[config.mk]
export PLATFORM = sky130hd
export DESIGN_NAME = bus_master_6502
export DESIGN_NICKNAME = d
export VERILOG_FILES = /design/src/rtl/bus_master_6502.sv
export SDC_FILE = /design/constraint.sdc
export NUM_CORES = 1
export LEC_CHECK = 0
export CAP_MARGIN = 20
export CORE_ASPECT_RATIO = 0.7
export CORE_MARGIN = 10
export CORE_UTILIZATION = 35
export CTS_CLUSTER_SIZE = 14
export DETAILED_ROUTE_END_ITERATION = 8
export SKIP_LAST_GASP = 1
export SLEW_MARGIN = 20
export SYNTH_ARGS = -nofsm -noshare
export SYNTH_HDL_FRONTEND = slang
export SYNTH_SLANG_ARGS = --single-unit
export TNS_END_PERCENT = 5
[constraint.sdc]
create_clock -name clk_i -period 2.41 [get_ports clk_i]
set_input_delay 0.482 -clock clk_i [delete_from_list [all_inputs] [get_ports clk_i]]
set_output_delay 0.482 -clock clk_i [all_outputs]
set_load 0.05 [all_outputs]
[src/rtl/bus_master_6502.sv]
// Single-initiator peripheral bus engine: serialises write, read and poll commands
// onto the 8-bit peripheral bus, one access at a time, and returns one response per command.
module bus_master_6502 #(
   parameter int                         address_width = 16,
   parameter int                         data_width    = 8,
   parameter int                         ReadLatency   = 1,
   parameter logic [address_width-1:0]   IdleAddress   = {address_width{1'b1}},
   parameter int                         PollTimeout   = 1000,
   parameter int                         PollInterval  = 4
) (
   input  logic                     clk_i,
   input  logic                     reset_i,
   input  logic                     cmd_valid_i,
   output logic                     cmd_ready_o,
   input  logic [1:0]               cmd_op_i,
   input  logic [address_width-1:0] cmd_address_i,
   input  logic [data_width-1:0]    cmd_data_i,
   output logic                     rsp_valid_o,
   output logic [data_width-1:0]    rsp_data_o,
   output logic                     rsp_timeout_o,
   output logic [address_width-1:0] address_o,
   output logic [data_width-1:0]    data_o,
   output logic                     rd_wr_o,
   input  logic [data_width-1:0]    data_i
);

   typedef enum logic [2:0] {
      S_IDLE,
      S_WRITE,
      S_RD_ADDR,
      S_RD_WAIT,
      S_POLL_GAP,
      S_RESP
   } state_t;

   localparam logic [15:0] WaitInit = 16'((ReadLatency > 0) ? ReadLatency - 1 : 0);
   localparam logic [15:0] GapInit  = 16'((PollInterval > 0) ? PollInterval - 1 : 0);
   localparam logic [15:0] PollMax  = 16'(PollTimeout);

   state_t                     state_q;
   logic [address_width-1:0]   cmd_addr_q;
   logic [data_width-1:0]      cmd_data_q;
   logic                       is_poll_q;
   logic [15:0]                cnt_q;
   logic [15:0]                attempt_q;
   logic                       ready_q;
   logic                       rsp_valid_q;
   logic [data_width-1:0]      rsp_data_q;
   logic                       rsp_timeout_q;
   logic [address_width-1:0]   address_q;
   logic [data_width-1:0]      data_q;
   logic                       rd_wr_q;

   logic [15:0]                attempt_d;
   logic                       poll_hit_d;
   logic                       poll_expired_d;

   assign attempt_d      = attempt_q + 16'd1;
   assign poll_hit_d     = |(data_i & cmd_data_q);
   assign poll_expired_d = (PollTimeout != 0) && (attempt_d == PollMax);

   // Ready is held off while reset is asserted so no command can slip in during reset.
   assign cmd_ready_o   = ready_q & ~reset_i;
   assign rsp_valid_o   = rsp_valid_q;
   assign rsp_data_o    = rsp_data_q;
   assign rsp_timeout_o = rsp_timeout_q;
   assign address_o     = address_q;
   assign data_o        = data_q;
   assign rd_wr_o       = rd_wr_q;

   always_ff @(posedge clk_i) begin
      if (reset_i) begin
         state_q       <= S_IDLE;
         cmd_addr_q    <= '0;
         cmd_data_q    <= '0;
         is_poll_q     <= 1'b0;
         cnt_q         <= '0;
         attempt_q     <= '0;
         ready_q       <= 1'b1;
         rsp_valid_q   <= 1'b0;
         rsp_data_q    <= '0;
         rsp_timeout_q <= 1'b0;
         address_q     <= IdleAddress;
         data_q        <= '0;
         rd_wr_q       <= 1'b0;
      end else begin
         // Bus outputs fall back to idle unless the next state is an access cycle.
         rsp_valid_q <= 1'b0;
         address_q   <= IdleAddress;
         data_q      <= '0;
         rd_wr_q     <= 1'b0;
         case (state_q)
            S_IDLE: begin
               if (cmd_valid_i && ready_q) begin
                  cmd_addr_q    <= cmd_address_i;
                  cmd_data_q    <= cmd_data_i;
                  is_poll_q     <= (cmd_op_i == 2'b10);
                  attempt_q     <= '0;
                  rsp_timeout_q <= 1'b0;
                  ready_q       <= 1'b0;
                  address_q     <= cmd_address_i;
                  if (cmd_op_i == 2'b00) begin
                     state_q <= S_WRITE;
                     data_q  <= cmd_data_i;
                     rd_wr_q <= 1'b1;
                  end else begin
                     state_q <= S_RD_ADDR;
                  end
               end
            end
            S_WRITE: begin
               state_q     <= S_RESP;
               rsp_valid_q <= 1'b1;
               rsp_data_q  <= '0;
            end
            S_RD_ADDR: begin
               state_q <= S_RD_WAIT;
               cnt_q   <= WaitInit;
            end
            S_RD_WAIT: begin
               if (cnt_q != 16'd0) begin
                  cnt_q <= cnt_q - 16'd1;
               end else if (!is_poll_q) begin
                  state_q     <= S_RESP;
                  rsp_valid_q <= 1'b1;
                  rsp_data_q  <= data_i;
               end else begin
                  attempt_q <= attempt_d;
                  if (poll_hit_d || poll_expired_d) begin
                     state_q       <= S_RESP;
                     rsp_valid_q   <= 1'b1;
                     rsp_data_q    <= data_i;
                     rsp_timeout_q <= ~poll_hit_d;
                  end else if (PollInterval == 0) begin
                     state_q   <= S_RD_ADDR;
                     address_q <= cmd_addr_q;
                  end else begin
                     state_q <= S_POLL_GAP;
                     cnt_q   <= GapInit;
                  end
               end
            end
            S_POLL_GAP: begin
               if (cnt_q != 16'd0) begin
                  cnt_q <= cnt_q - 16'd1;
               end else begin
                  state_q   <= S_RD_ADDR;
                  address_q <= cmd_addr_q;
               end
            end
            S_RESP: begin
               state_q <= S_IDLE;
               ready_q <= 1'b1;
            end
            default: begin
               state_q <= S_IDLE;
               ready_q <= 1'b1;
            end
         endcase
      end
   end

endmodule

# Word-level counts from Yosys, hierarchy flattened
# Cells that the tools add are included.
word_totals:
  reg_bits: 96
  latchBits: 0
  mem_bits_rw: 0
  romBits: 0
  word_cells: 91
  mem_count: 0
classes:
  add_sub_neg: 2
  multipliers: 0
  div: 0
  order_cmp: 0
  eq_ne: 15
  shifts: 0
  mux: 34
  bitwise: 8
  n_reduce_logical: 19
ops:
  columns: ["operator", "count"]
  rows:
  - ["$mux W16", 9]
  - ["$pmux W16 S2", 2]
  - ["$pmux W16 S3", 1]
  - ["$mux W8", 3]
  - ["$add A16 B1 Y16 const B", 1]
  - ["$eq A16 B10 Y1 const B", 1]
  - ["$pmux W8 S2", 1]
  - ["$reduce_bool A16 Y1", 1]
  - ["$sub A16 B1 Y16 const B", 1]
  - ["$pmux W3 S5", 1]
  - ["$ne A2 B2 Y1 const B", 6]
  - ["$mux W1", 10]
  - ["$mux W3", 3]
  - ["$ne A3 B3 Y1 const B", 3]
  - ["$and A8 B8 Y8", 1]
  - ["$reduce_and A4 Y1", 2]
  - ["$reduce_or A4 Y1", 2]
  - ["$reduce_or A8 Y1", 1]
  - ["$eq A3 B2 Y1 const B", 2]
  - ["$not A1 Y1", 6]
  - ["$pmux W1 S2", 3]
  - ["$reduce_and A3 Y1", 2]
  - ["$reduce_and A5 Y1", 1]
  - ["$reduce_and A2 Y1", 2]
  - ["other kinds (12)", 13]

# Logic depth before layout (Yosys ltp)
# Gate-level depths: netlist (run 1).
depth:
  word_depth: 7
  depth_mapped: 10
  ltp_nobuf: 9

# Worst setup path after synthesis (run 1)
# OpenSTA, ideal clock, no wires.
synth_path:
  path_kind: "flip-flop to flip-flop"
  startpoint: "register attempt_q[0]"
  endpoint: "register rsp_data_q[0] (netlist: rsp_data_o[0])"
  setup_ps: 117
  arrival_ps: 2333
  required_time_ps: 2293
  path_slack_ps: -40
  path_stages_with_launch: 9
  path_buffers: 0
  path_cell_list: "dfxtp_1 > ha_1 > nand3_4 > nor4_1 > xor2_1 > or3_1 > o311ai_4 > a31oi_4 > a22o_1"
synth_via:
  elab_chain_cells: 5
synth_lines:
  columns: ["item", "line", "source"]
  rows:
  - ["start: declaration", "45", "logic [15:0] attempt_q;"]
  - ["start signal: assignment", "128", "attempt_q <= attempt_d;"]
  - ["$add A16 B1 Y16", "58", "assign attempt_d = attempt_q + 16'd1;"]
  - ["$eq A16 B10 Y1", "60", "assign poll_expired_d = (PollTimeout != 0) && (attempt_d == PollMax);"]
  - ["$logic_or A1 B1 Y1", "129", "if (poll_hit_d || poll_expired_d) begin"]
  - ["$ne A3 B3 Y1 (no source line)", null, null]
  - ["$reduce_and A3 Y1 (no source line)", null, null]
  - ["end signal: assignment", "126", "rsp_data_q <= data_i;"]
  - ["end signal: assignment", "132", "rsp_data_q <= data_i;"]
  - ["end: declaration", "48", "logic [data_width-1:0] rsp_data_q;"]
# Every way passes these cells.
# A chain may end at the register's enable or synchronous reset.

# Final worst setup path (run 1)
layout_path:
  startpoint: "register attempt_q[1]"
  endpoint: "register rsp_data_q[1] (netlist: rsp_data_o[1])"
# The elaborated chain is that of the path after synthesis.

==> metrics.txt, run 1 <==
run status=completed; flops & latches, synth=96; max-slew violation count=0; largest net degree at the start of global routing=33; VDD IR-drop max=854 uV; Initial Util=0.364; top cell type's share of synthesized area=0.443; r2r setup slk=60 ps; Post-synth EDFFs=0; drt drc=0; Pleak=0.00218 uW; fin crit period=2350 ps; Die Ht=113 um; CP max FO=8; Post-DP HPWL=9000 um; Setup violations, final=0; Area contributors post-synth=dfxtp_1 44%, nand2_1 8.6%, a21oi_1 5.5%; Simple-Gate Fraction of Synth Area=0.283; Placed Instances=771; setup repair after global routing missed its margin=true; cell with the most instances after synthesis=nand2_1; ys async rst share=0; Critical Path RT=2640 ps; CTS Hold Bufs=0; CTS buffer count=9; Syn Inst Count=531; Worst R2R Path Depth=8; Std-Cell Core Area=0.0119 mm2; vias in the first global route=3903; syn_nets=570; full die area=0.0173 mm2; Pre-antenna DRT Iters=5; Inserted Diodes=0; WL/cell=15.8 um; post-synthesis compound-gate area fraction=0.215; H-Tree Level Count=3; Worst Setup End Kind=register; Hold Crit Start=cmd_data_q[7]$_SDFFE_PP0P_; Area Growth Syn to Fin=35.4%; Die X=153 um; worst r2r src=attempt_q[1]$_SDFFE_PP0P_; post-layout net count=667; DR iter-0 viols=364; largest family of logic cells by synthesized area=simple AND/OR/NAND/NOR gates; top cells by count, synth=99 x nand2_1, 96 x dfxtp_1, 48 x a21oi_1; mapped cell area=0.00434 mm2; f_max=425 MHz; Final GP Congestion=0.873; Finished Layout Cells=790; deepest clock path buffer count=2; Pwr Density=1460 mW/mm2; CTS tree=yes; fin area=0.00587 mm2; clock sink count=96; Root Buffer=clkbuf_16; total grt overflow=0; register area share after synthesis=0.443; Hold Violations, Final=0; clk slew on worst S/H paths=70 ps; Post-Synth XOR/XNOR Area=0.0101; Clock Skew=8.08 ps; Setup Crit Path Kind=register to register; Boundary Pins=73; WHS Path Cells=2; post-synthesis mux area share=0; RR Endpoint=rsp_data_o[1]$_SDFFE_PP0P_; Avg Inst Size Synth=8.17 um2; via count=4228; Worst Hold Class=register to register; layout cell share with drive strength beyond 1=0.166; worst hold endpoint=cmd_data_q[7]$_SDFFE_PP0P_; first-pass GRT wire length=20500 um; Post-DRT Antenna Nets=0; Vias/cell=5.35; final core occ=0.492; antenna violations before repair=0; Main synth FF type=dfxtp_1; Yosys top cell by area=dfxtp_1; Std-Cell Rows=33; Max-slew headroom=0.611; Ys Warns=0; drt total wl=12500 um; synth unique cells=65; Port Buffer Count=72; max cap viols=0; Startpoint Class=register; Tot GR Track Use=0.141; worst skew pair latency=340 ps; Synth Area in Adders=0.00577; period utilization=0.976; Cell Area, Placed=0.00545 mm2; Worst Path Arrival=2590 ps; Slew @ Worst Pin=582 ps
[critical path, stage by stage, from the launching register on]
cell and delay, ps:
dfxtp_1 330, buf_4 160, and2_1 210, o31ai_2 230, a2bb2oi_1 130, or3_1 420, o311ai_4 330, a31oi_4 200
a22o_1 230
[flip-flops by register name (all words and copies together) (netlist names), 3 cells and up]
register    count
address_o      16
attempt_q      16
cmd_addr_q     16
cnt_q          16
cmd_data_q      8
data_o          8
rsp_data_o      8
state_q         3
[stage by stage]
step | TNS [ps] | setup slack, ps | hold WS [ps] | power, uW
6_report | 0 | 57.5 | 454 | 8600
5_1_grt | -305 | -40.4 | 482 | 9220
4_1_cts | -2.14 | -2.14 | 456 | 8260
3_5_place_dp | -991 | -121 | 445 | 6830
3_3_place_gp | -17.9 | -17.9 | 440 | 6790
2_1_floorplan | 0 | 18.6 | 433 | 5010
[cells by family after synthesis]
| group | after synthesis |
|---|---|
| compound gates | 146 |
| simple gates | 239 |
| flops | 96 |
| fa+ha+maj | 2 |
| xor+xnor | 5 |
| buf+inv | 43 |
[where the power goes]
| group | total [uW] | internal, uW | switching [uW] | leakage, uW |
|---|---|---|---|---|
| clock network | 1360 | 717 | 644 | 0.000132 |
| registers | 2190 | 1940 | 247 | 0.000782 |
| logic | 5050 | 2080 | 2970 | 0.00126 |
| total | 8600 | 4740 | 3860 | 0.00218 |
[layout make-up]
cell class	instances	area, um2
Fill cell	1112	6060
Inverter	8	30.0
Clock buffer	10	229
Sequential cell	96	1930
Multi-Input combinational cell	392	2350
Timing Repair Buffer	121	1090
Clock inverter	6	52.6
Tap cell	157	196
[layout by cell type, fill, tap and decap left out, types with 11 or more instances in the layout]
cell type         n
clkdlybuf4s50_1  70
nand2_1          99
buf_4            48
nor3_1           21
a31oi_1          12
dfxtp_1          92
a21oi_1          47
nor2_1           32
o21ai_0          29
and2_1           11
[worst max-delay path by stage]
stage | from | to | slack (ps) | cells past startpoint
finish | attempt_q[1]$_SDFFE_PP0P_ | rsp_data_o[1]$_SDFFE_PP0P_ | 60 | 8
global route | attempt_q[1]$_SDFFE_PP0P_ | rsp_data_o[7]$_SDFFE_PP0P_ | -40 | 8
CTS | cnt_q[0]$_SDFFE_PP0P_ | cnt_q[7]$_SDFFE_PP0P_ | -2 | 12
detailed placement | cnt_q[1]$_SDFFE_PP0P_ | cnt_q[6]$_SDFFE_PP0P_ | -120 | 12
global placement | cnt_q[0]$_SDFFE_PP0P_ | cnt_q[15]$_SDFFE_PP0P_ | -20 | 8
floorplan | attempt_q[0]$_SDFFE_PP0P_ | rsp_data_o[0]$_SDFFE_PP0P_ | 20 | 8
[per-layer routing]
metal / wire, um / vias to the layer above / track usage
met1: 6300 / 1983 / 0.195
met4: 82 / 0 / 0.0374
li1: - / 2107 / -
met5: 0 / - / 0
met3: 825 / 7 / 0.0420
met2: 5280 / 131 / 0.207
[repair_timing]
action / 4_1_cts / 5_1_grt
setup buffers: 1 / 2
resized for setup: 6 / 20
setup endpoints to repair: 19 / 23
pin swaps: 2 / 16
(Power assumes the default switching activity.)
==> run 2: changes to the inputs <==
CORE_UTILIZATION = 27   (was 35)
==> run 2 against run 1 <==
Net effect: sequential power barely moved; via count increased by 1.8%; cell count increased by 7.1%; clock-buffer cell count is the same; combinational power is 3% higher; hold slack better by 1.7 ps; register-to-register slack worse by 20 ps; sequential cell count unchanged; first-iteration DRC count fell by 4.4%; core utilization shrank 10 points; clock skew is essentially flat; total power increased by 2.9%; critical path type unchanged; critical endpoint is now cnt_q[15]$_SDFFE_PP0P_; largest cell class unchanged.
==> metrics.txt, run 2 (same netlist as run 1, synthesis figures left out) <==
WHS Path Cells=2 (unchanged); Max-slew headroom=0.620 (+0.00865); fin crit period=2370 ps (+16.9 ps); Slew @ Worst Pin=569 ps (-12.9 ps); Hold Violations, Final=0 (unchanged); fin area=0.00607 mm2 (+3.4%); critical path's slowest cell=or4b_4; Pwr Density=1460 mW/mm2 (-0.47%); Worst Setup End Kind=register; DR iter-0 viols=348 (-4.4%); worst hold endpoint=cmd_addr_q[0]$_SDFFE_PP0P_; Vias/cell=5.09 (-5.0%); setup repair after global routing missed its margin=true; first-pass GRT wire length=21600 um (+5.2%); antenna violations before repair=0 (unchanged); deepest clock path buffer count=2 (unchanged); layout cell share with drive strength beyond 1=0.189 (+0.0230); Buf+Inv Stages, Crit Path=1 (unchanged); via count=4302 (+1.8%); WL/cell=16.0 um (+1.5%); vias in the first global route=4282 (+9.7%); Pre-antenna DRT Iters=5 (unchanged); clock sink count=96 (unchanged); worst r2r src=cnt_q[0]$_SDFFE_PP0P_; commonest non-fill, non-tap cell in the layout=nand2_1; share of total power in the clock network=0.161 (+0.003); drt total wl=13600 um (+8.7%); H-Tree Level Count=3 (unchanged); max-slew violation count=0 (unchanged); CP Cell Sequence=buf_4, or3_1, or4b_4, or3_4, nor2_4, nand2b_1, a32oi_1, o2bb2ai_1; f_max=422 MHz (-0.71%); commonest non-fill, non-tap cells in the layout=99 x nand2_1, 88 x dfxtp_1, 70 x clkdlybuf4s50_1; Setup violations, final=0 (unchanged); r2r setup slk=40 ps (-20 ps); share of power burned in registers=0.249 (-0.006); Std-Cell Rows=38 (+15%); full die area=0.0216 mm2 (+25%); P_sw=3910 uW (+1.2%); Final GP Congestion=0.868 (-0.60%); Post-DRT Antenna Nets=0 (unchanged); Area Growth Syn to Fin=40.0%; combinational share of power=0.590 (+0.003); Hold Crit Start=cmd_addr_q[0]$_SDFFE_PP0P_; final core occ=0.388 (-0.104); Worst Path Arrival=2590 ps (about the same); Inserted Diodes=0 (unchanged); Top delay family on crit path=simple AND/OR/NAND/NOR gates; largest net degree at the start of global routing=33 (unchanged); Std-Cell Core Area=0.0156 mm2 (+31%); Worst Hold Class=register to register; RR Endpoint=cnt_q[15]$_SDFFE_PP0P_; Initial Util=0.277 (-0.0862); Root Buffer=clkbuf_16; Port Buffer Count=72 (unchanged); Startpoint Class=register; CTS buffer count=9 (unchanged); VDD IR-drop max=653 uV (-24%); Pleak=0.00226 uW (+4.1%); CP max FO=4 (-4); Boundary Pins=73 (unchanged); Switching Fraction=0.441 (-0.00770); run status=completed; period utilization=0.983 (+0.00701); max incr delay on CP=520 ps (+100 ps); max cap viols=0 (unchanged); Die Ht=126 um (+11%); Cell Area, Placed=0.00565 mm2 (+3.6%); drt drc=0 (unchanged); Clock Skew=8.05 ps (-0.0318 ps); Worst R2R Path Depth=8 (unchanged); total grt overflow=0 (unchanged); Tot GR Track Use=0.121 (-0.0197); Post-DP HPWL=10000 um (+11%); CTS tree=yes; Critical Path RT=2630 ps (about the same); clk slew on worst S/H paths=70 ps (about the same); Pint=4940 uW (+4.4%); post-layout net count=680 (+1.9%); worst skew pair latency=340 ps (about the same); Die X=172 um (+12%); Setup Crit Path Kind=register to register
## run 2: cell types whose count changed in the layout (fill, tap and decap cells not counted), sizes merged
| cell | delta |
|---|---|
| clkinv | +1 |
| inv | +1 |
| buf | +13 |
| clkinvlp | -2 |
## run 2: power by group through the flow
stage	Sequential, uW	Clock [uW]	Combinational [uW]
6_report	2210	1420	5220
3_3_place_gp	2210	0	4860
4_1_cts	2190	1450	4930
5_1_grt	2250	1500	5690
2_1_floorplan	2560	0	2450
3_5_place_dp	2220	0	4890
## run 2: area by class of cell
class	count	area [um2]
flip-flops and latches	96	1930
multi-input cells	392	2350
inverters	8	30.0
clock inverters	6	57.6
fillers	1517	9570
clock buffers	10	239
well taps	200	250
repair buffers	134	1220
## run 2: worst register-to-register path, delay by kind of cell, from the launching register on
family | cells | cell delay (ps)
flip-flops | 1 | 320
AND/OR/NAND/NOR | 5 | 1540
AO/OA/AOI/OAI | 2 | 270
buffers and inverters | 1 | 130
## run 2: per-layer routing
| metal | vias to the layer above | global-route usage | wire [um] |
|---|---|---|---|
| met3 | 15 | 0.0337 | 914 |
| met2 | 116 | 0.187 | 6100 |
| met4 | 0 | 0.0331 | 157 |
| met1 | 2033 | 0.162 | 6410 |
| met5 | - | 0 | 0 |
| li1 | 2138 | - | - |
## run 2: how the worst max path moves through the flow
stage / to / slack [ps] / start / depth (start not counted)
2_1_floorplan: rsp_data_o[0]$_SDFFE_PP0P_ / 20 / attempt_q[0]$_SDFFE_PP0P_ / 8
4_1_cts: rsp_data_o[1]$_SDFFE_PP0P_ / 1 / attempt_q[1]$_SDFFE_PP0P_ / 8
3_3_place_gp: rsp_data_o[3]$_SDFFE_PP0P_ / -10 / attempt_q[2]$_SDFFE_PP0P_ / 8
5_1_grt: rsp_data_o[7]$_SDFFE_PP0P_ / -40 / attempt_q[7]$_SDFFE_PP0P_ / 9
6_report: cnt_q[15]$_SDFFE_PP0P_ / 40 / cnt_q[0]$_SDFFE_PP0P_ / 8
3_5_place_dp: rsp_data_o[1]$_SDFFE_PP0P_ / -110 / attempt_q[2]$_SDFFE_PP0P_ / 8
## run 2: stage by stage
step	instances	hold WS, ps	setup slack [ps]	TNS (ps)	power [uW]
finish	846	456	40.6	0	8850
floorplan	531	433	18.6	0	5010
global route	846	480	-39.4	-256	9440
detailed placement	828	446	-112	-695	7110
CTS	845	456	1.03	0	8580
global placement	828	439	-10.6	-78.1	7060
## run 2: timing repair
| action | 4_1_cts | 5_1_grt |
|---|---|---|
| setup buffers | 1 | 1 |
| gates resized for setup | 9 | 18 |
| hold buffers | 0 | 0 |
| pin swaps | 5 | 6 |
| endpoints found under the hold margin | 0 | 0 |
| setup endpoints to repair | 12 | 26 |
